===== src/rtl/cluster_component_accumulator_pkg.sv =====
// Shared widths, types and FSM state encoding for the K-means centroid accumulator path.
// Default widths keep a full-count sum (4095*255) below the sum ceiling.
package kmeans_pkg;
  localparam int NUM_CLUSTERS = 16;
  localparam int PIX_W        = 8;
  localparam int SUM_W        = 20;
  localparam int CNT_W        = 12;
  localparam int ID_W         = $clog2(NUM_CLUSTERS);

  typedef logic [ID_W-1:0]  cluster_id_t;
  typedef logic [PIX_W-1:0] comp_t;
  typedef logic [SUM_W-1:0] sum_t;
  typedef logic [CNT_W-1:0] cnt_t;

  typedef enum logic [2:0] {IDLE, ACCUM, DIV_ARM, DIV_WAIT, DONE} acc_state_t;
endpackage


===== src/rtl/cluster_component_accumulator_if.sv =====
// Pixel stream, divider handshake and result bus of the component accumulator.
// ACCUM_SAT_STATUS_EN adds the sticky per-cluster saturation mask.
interface cluster_component_accumulator_if;
  logic                                          ce_i;
  logic                                          start_i;
  logic                                          pix_valid_i;
  kmeans_pkg::comp_t                             pix_comp_i;
  kmeans_pkg::cluster_id_t                       pix_cluster_i;
  logic                                          pix_last_i;
  logic                                          div_all_ready_i;
  logic [kmeans_pkg::NUM_CLUSTERS-1:0]           div_en_o;
  logic [kmeans_pkg::NUM_CLUSTERS*kmeans_pkg::SUM_W-1:0] dividend_o;
  logic [kmeans_pkg::NUM_CLUSTERS*kmeans_pkg::CNT_W-1:0] divisor_o;
  logic                                          busy_o;
  logic                                          done_o;
`ifdef ACCUM_SAT_STATUS_EN
  logic [kmeans_pkg::NUM_CLUSTERS-1:0]           sat_mask_o;
`endif

  modport master (
    output ce_i, start_i, pix_valid_i, pix_comp_i, pix_cluster_i, pix_last_i, div_all_ready_i,
    input  div_en_o, dividend_o, divisor_o, busy_o, done_o
`ifdef ACCUM_SAT_STATUS_EN
    , input sat_mask_o
`endif
  );

  modport slave (
    input  ce_i, start_i, pix_valid_i, pix_comp_i, pix_cluster_i, pix_last_i, div_all_ready_i,
    output div_en_o, dividend_o, divisor_o, busy_o, done_o
`ifdef ACCUM_SAT_STATUS_EN
    , output sat_mask_o
`endif
  );
endinterface


===== src/rtl/cluster_component_accumulator_cell.sv =====
// One cluster's saturating sum/count pair; clear wins over increment.
// A pixel is dropped entirely once the count is full so sum/count stay a consistent mean.
module cluster_acc_cell
  import kmeans_pkg::*;
(
  input  logic  clk,
  input  logic  rst_n,
  input  logic  clr_i,
  input  logic  inc_i,
  input  comp_t comp_i,
  output sum_t  sum_o,
  output cnt_t  cnt_o,
  output logic  sat_o
);
  sum_t           sum_q, sum_d;
  cnt_t           cnt_q, cnt_d;
  logic [SUM_W:0] sum_ext;
  logic           cnt_full;
  logic           sum_ovf;

  assign cnt_full = (cnt_q == '1);
  assign sum_ext  = {1'b0, sum_q} + {{(SUM_W+1-PIX_W){1'b0}}, comp_i};
  assign sum_ovf  = sum_ext[SUM_W];
  assign sat_o    = inc_i && !clr_i && (cnt_full || sum_ovf);

  always_comb begin
    sum_d = sum_q;
    cnt_d = cnt_q;
    if (clr_i) begin
      sum_d = '0;
      cnt_d = '0;
    end else if (inc_i && !cnt_full) begin
      cnt_d = cnt_q + cnt_t'(1);
      sum_d = sum_ovf ? '1 : sum_ext[SUM_W-1:0];
    end
  end

  always_ff @(posedge clk or negedge rst_n) begin
    if (!rst_n) begin
      sum_q <= '0;
      cnt_q <= '0;
    end else begin
      sum_q <= sum_d;
      cnt_q <= cnt_d;
    end
  end

  assign sum_o = sum_q;
  assign cnt_o = cnt_q;
endmodule


===== src/rtl/cluster_component_accumulator.sv =====
// Per-cluster component sum/count accumulator feeding the centroid divider; FSM and div_en live here.
// ACCUM_SAT_STATUS_EN adds a sticky sat_mask output, cleared by reset and start.
module cluster_component_accumulator
  import kmeans_pkg::*;
(
  input  logic                            clk,
  input  logic                            rst_n,
  cluster_component_accumulator_if.slave  bus
);
  acc_state_t              state_q, state_d;
  logic [NUM_CLUSTERS-1:0] div_en_q, div_en_d;
  logic [NUM_CLUSTERS-1:0] inc;
  logic [NUM_CLUSTERS-1:0] sat;
  sum_t                    sums [NUM_CLUSTERS];
  cnt_t                    cnts [NUM_CLUSTERS];
  logic                    clr;
  logic                    acc_fire;

  // A pixel coinciding with start is dropped: the clear takes priority.
  assign clr      = bus.ce_i && bus.start_i && (state_q == IDLE || state_q == ACCUM);
  assign acc_fire = bus.ce_i && (state_q == ACCUM) && bus.pix_valid_i && !bus.start_i;

  for (genvar k = 0; k < NUM_CLUSTERS; k++) begin : g_cell
    assign inc[k] = acc_fire && (bus.pix_cluster_i == cluster_id_t'(k));

    cluster_acc_cell u_cell (
      .clk    (clk),
      .rst_n  (rst_n),
      .clr_i  (clr),
      .inc_i  (inc[k]),
      .comp_i (bus.pix_comp_i),
      .sum_o  (sums[k]),
      .cnt_o  (cnts[k]),
      .sat_o  (sat[k])
    );

    assign bus.dividend_o[k*SUM_W +: SUM_W] = sums[k];
    assign bus.divisor_o[k*CNT_W +: CNT_W]  = cnts[k];
  end

  always_comb begin
    state_d  = state_q;
    div_en_d = div_en_q;
    if (bus.ce_i) begin
      case (state_q)
        IDLE:     if (bus.start_i) state_d = ACCUM;
        ACCUM: begin
          if (bus.start_i)                            state_d = ACCUM;
          else if (bus.pix_valid_i && bus.pix_last_i) state_d = DIV_ARM;
        end
        // Ready is not looked at here: it may still reflect the previous frame.
        DIV_ARM: begin
          state_d = DIV_WAIT;
          for (int k = 0; k < NUM_CLUSTERS; k++) div_en_d[k] = (cnts[k] != '0);
        end
        DIV_WAIT: if (bus.div_all_ready_i) state_d = DONE;
        DONE: begin
          state_d  = IDLE;
          div_en_d = '0;
        end
        default:  state_d = IDLE;
      endcase
    end
  end

  always_ff @(posedge clk or negedge rst_n) begin
    if (!rst_n) begin
      state_q  <= IDLE;
      div_en_q <= '0;
    end else begin
      state_q  <= state_d;
      div_en_q <= div_en_d;
    end
  end

  assign bus.div_en_o = div_en_q;
  assign bus.busy_o   = (state_q == ACCUM) || (state_q == DIV_ARM) || (state_q == DIV_WAIT);
  assign bus.done_o   = (state_q == DONE);

`ifdef ACCUM_SAT_STATUS_EN
  logic [NUM_CLUSTERS-1:0] sat_mask_q;

  always_ff @(posedge clk or negedge rst_n) begin
    if (!rst_n)   sat_mask_q <= '0;
    else if (clr) sat_mask_q <= '0;
    else          sat_mask_q <= sat_mask_q | sat;
  end

  assign bus.sat_mask_o = sat_mask_q;
`else
  logic unused_sat;
  assign unused_sat = ^sat;
`endif
endmodule

===== src/flat_wrapper.sv =====
// flat-port wrapper written by rule: the top's interface ports become plain ports
module cluster_component_accumulator_flat import kmeans_pkg::*;
  (clk, rst_n, bus_ce_i, bus_start_i, bus_pix_valid_i, bus_pix_comp_i, bus_pix_cluster_i, bus_pix_last_i, bus_div_all_ready_i, bus_div_en_o, bus_dividend_o, bus_divisor_o, bus_busy_o, bus_done_o);
  cluster_component_accumulator_if bus_i ();
  input  logic clk;
  input  logic rst_n;
  input wire logic [$bits(bus_i.ce_i)-1:0] bus_ce_i;
  input wire logic [$bits(bus_i.start_i)-1:0] bus_start_i;
  input wire logic [$bits(bus_i.pix_valid_i)-1:0] bus_pix_valid_i;
  input wire logic [$bits(bus_i.pix_comp_i)-1:0] bus_pix_comp_i;
  input wire logic [$bits(bus_i.pix_cluster_i)-1:0] bus_pix_cluster_i;
  input wire logic [$bits(bus_i.pix_last_i)-1:0] bus_pix_last_i;
  input wire logic [$bits(bus_i.div_all_ready_i)-1:0] bus_div_all_ready_i;
  output wire logic [$bits(bus_i.div_en_o)-1:0] bus_div_en_o;
  output wire logic [$bits(bus_i.dividend_o)-1:0] bus_dividend_o;
  output wire logic [$bits(bus_i.divisor_o)-1:0] bus_divisor_o;
  output wire logic [$bits(bus_i.busy_o)-1:0] bus_busy_o;
  output wire logic [$bits(bus_i.done_o)-1:0] bus_done_o;
  assign bus_i.ce_i = bus_ce_i;
  assign bus_i.start_i = bus_start_i;
  assign bus_i.pix_valid_i = bus_pix_valid_i;
  assign bus_i.pix_comp_i = bus_pix_comp_i;
  assign bus_i.pix_cluster_i = bus_pix_cluster_i;
  assign bus_i.pix_last_i = bus_pix_last_i;
  assign bus_i.div_all_ready_i = bus_div_all_ready_i;
  assign bus_div_en_o = bus_i.div_en_o;
  assign bus_dividend_o = bus_i.dividend_o;
  assign bus_divisor_o = bus_i.divisor_o;
  assign bus_busy_o = bus_i.busy_o;
  assign bus_done_o = bus_i.done_o;
  cluster_component_accumulator u_core (.clk(clk), .rst_n(rst_n), .bus(bus_i));
endmodule

===== config.mk =====
export PLATFORM = sky130hd
export DESIGN_NAME = cluster_component_accumulator_flat
export DESIGN_NICKNAME = d
export VERILOG_FILES = /design/src/rtl/cluster_component_accumulator_pkg.sv /design/src/rtl/cluster_component_accumulator_if.sv /design/src/rtl/cluster_component_accumulator_cell.sv /design/src/rtl/cluster_component_accumulator.sv /design/src/flat_wrapper.sv
export SDC_FILE = /design/constraint.sdc
export NUM_CORES = 2
export LEC_CHECK = 0
export BUFFER_PORTS_ARGS = -buffer_cell sky130_fd_sc_hd__buf_2
export CORE_MARGIN = 3
export CORE_UTILIZATION = 25
export DETAILED_ROUTE_END_ITERATION = 8
export PLACE_DENSITY_LB_ADDON = 0.2
export SLEW_MARGIN = 20
export SYNTH_ARGS = -nofsm -noshare
export SYNTH_HDL_FRONTEND = slang
export SYNTH_HIERARCHICAL = 1
export SYNTH_SLANG_ARGS = --single-unit

===== constraint.sdc =====
create_clock -name clk -period 5 [get_ports clk]
set_input_delay 1 -clock clk [delete_from_list [all_inputs] [get_ports clk]]
set_output_delay 1 -clock clk [all_outputs]
set_load 0.01 [all_outputs]

==> run metrics <==
worst rel slew slack=0.3440; Worst setup EP type=flop; R2R Path Start=u_core/state_q[1]; CTS Buffer Depth=3; Worst Setup SP=u_core/state_q[1]; global-route wire length before repair=~190,000 um; 1st-iter DRT viols=2,317; via count normalized by instance count=approximately 5.2; Clock Skews=24.27 ps; Num CTS Buffers=72; grt ovf=0; Max-Cap Viols=0; Final Critical Period=3540 ps; Reg2Reg Depth=7; Hold Violations, Final=0; Hold Path Class=input pin to async pin; # port buffers=roughly 550; H-tree depth=3; routability congestion estimate=0.8446; initial antenna violation count=5; Startpoint Class=flop; Area Overhead vs Synth=21.30%; cts repair resizes=0; number of I/O pins=about 550; Root Buffer=clkbuf_16; CP arrival=4100 ps; Cell Area, Synth=33,150 sq um; CP Max Fanout=18; Clock Latency Late Sink=670 ps; setup bufs post-CTS=0; Fin Setup TNS=0 ps; via count=30,515; Setup Viol. Count Final=0; HPWL Detailed=about 91,000 um; die extent in y=roughly 370 um; pwr/cell area=274.1 nW/um^2; drc violations=0; VDD IR max=approximately 0.00018 V; Max Clk Rate=0.2825 GHz; Final Max Slew Viols=0; share of cells above drive strength 1=0.2065; Final nets=4,275; dpl cell area=37,840 sq um; row count=approximately 130; drt pass-1 iters=5; fin area=40,210 sq um; status=complete, no violations; Worst Max-Slew Pin Slew=984.0 ps; largest net degree at the start of global routing=106; CTS tree=built; mean post-synth cell area=approximately 9.3 sq um; die width=370.1 um; CTS hold repair buffers=0; wire per inst=21.30 um; RSZ-0062 raised after global routing=no; clock-pin slew on the worst setup and hold paths=60 ps; vias in the first global route=29,492; leakage=18.06 nW; Die Footprint=approximately 140,000 sq um; Mapped Cells=3,567; Ys Warns=6; Worst EP required=between 5000 and 6000 ps; routed wire length=125,400 um; Core ar.=130,600 sq um; period utilization=0.7079; critical path class=flop to flop; Antenna Nets Post-Route=0; Initial Util=0.2537; Layout Utilization=0.3078; Synthesized Nets=3,746; hold_ws=just under 400 ps; TritonCTS Sinks=about 530; GRT Overall Usage=0.1787
[per-layer routing]
layer  vias to the layer above  track usage  part of all wire
met5                         -            0           0.00022
met4                         4      0.04623             0.023
met3                       145      0.04142             0.058
met2                       802       0.2767              0.45
met1                     15104       0.2496              0.47
li1                      14460            -                 -
[through the flow]
stage	total power [W]	instances	setup slack [ps]
floorplan	0.005257	3567	653.8
global placement	0.005847	5764	893.5
detailed placement	0.005841	5764	806.8
CTS	0.01127	5887	1437
global route	0.01154	5889	1177
finish	0.01102	5889	1460
[cell usage in the layout (no fill, tap or decap), drive strengths merged, types with 76 or more instances in the layout]
cell type / count
nor2: 309
xor2: 101
nor4: 100
nand4: 134
buf: 599
nand3: 155
a211oi: 76
dfrtp: 531
nor3: 242
inv: 132
xnor2: 156
ha: 144
clkbuf: 110
nand2: 219
a21oi: 345
o21ai: 230
[critical path: stages (launching register included)]
cell	delay (ps)
dfrtp_1	480
nor4b_4	460
nand4_1	410
nor3_1	730
o31ai_4	380
a21oi_1	570
nand3_1	140
a211oi_1	260
[layout make-up]
| cell class | instances | area [sq um] |
|---|---|---|
| Antenna cell | 2 | 5.005 |
| Clock buffer | 110 | 2156 |
| Clock inverter | 13 | 209.0 |
| Fill cell | 13853 | 90430 |
| Inverter | 127 | 476.7 |
| Multi-Input combinational cell | 2765 | 18630 |
| Sequential cell | 531 | 13290 |
| Tap cell | 1742 | 2180 |
| Timing Repair Buffer | 599 | 3263 |
[worst paths after layout]
path	slack, ps	endpoint
max	1460	u_core/g_cell[1].u_cell/sum_o[10]
min in group clk	490	u_core/bus.div_en_o[1]
max in group asynchronous	3440	u_core/g_cell[4].u_cell/sum_o[15]
min reg2reg	490	u_core/bus.div_en_o[1]
max reg2reg	1460	u_core/g_cell[1].u_cell/sum_o[10]
min	400	u_core/g_cell[14].u_cell/cnt_o[8]
[registers in the layout, summed over array words and instances, names as in the netlist]
signal	cells
u_core/g_cell.u_cell/sum_o	320
u_core/g_cell.u_cell/cnt_o	192
u_core/bus.div_en_o	16
u_core/state_q	3
[report_power, final]
group | internal [W] | switching, W | leakage (nW) | total [W]
Sequential | 0.00437 | 0.0000984 | 7.41 | 0.00447
Clock | 0.00321 | 0.00207 | 1.16 | 0.00528
Combinational | 0.000372 | 0.000903 | 9.49 | 0.00127
Note: power is estimated with default switching activity, not from simulation.
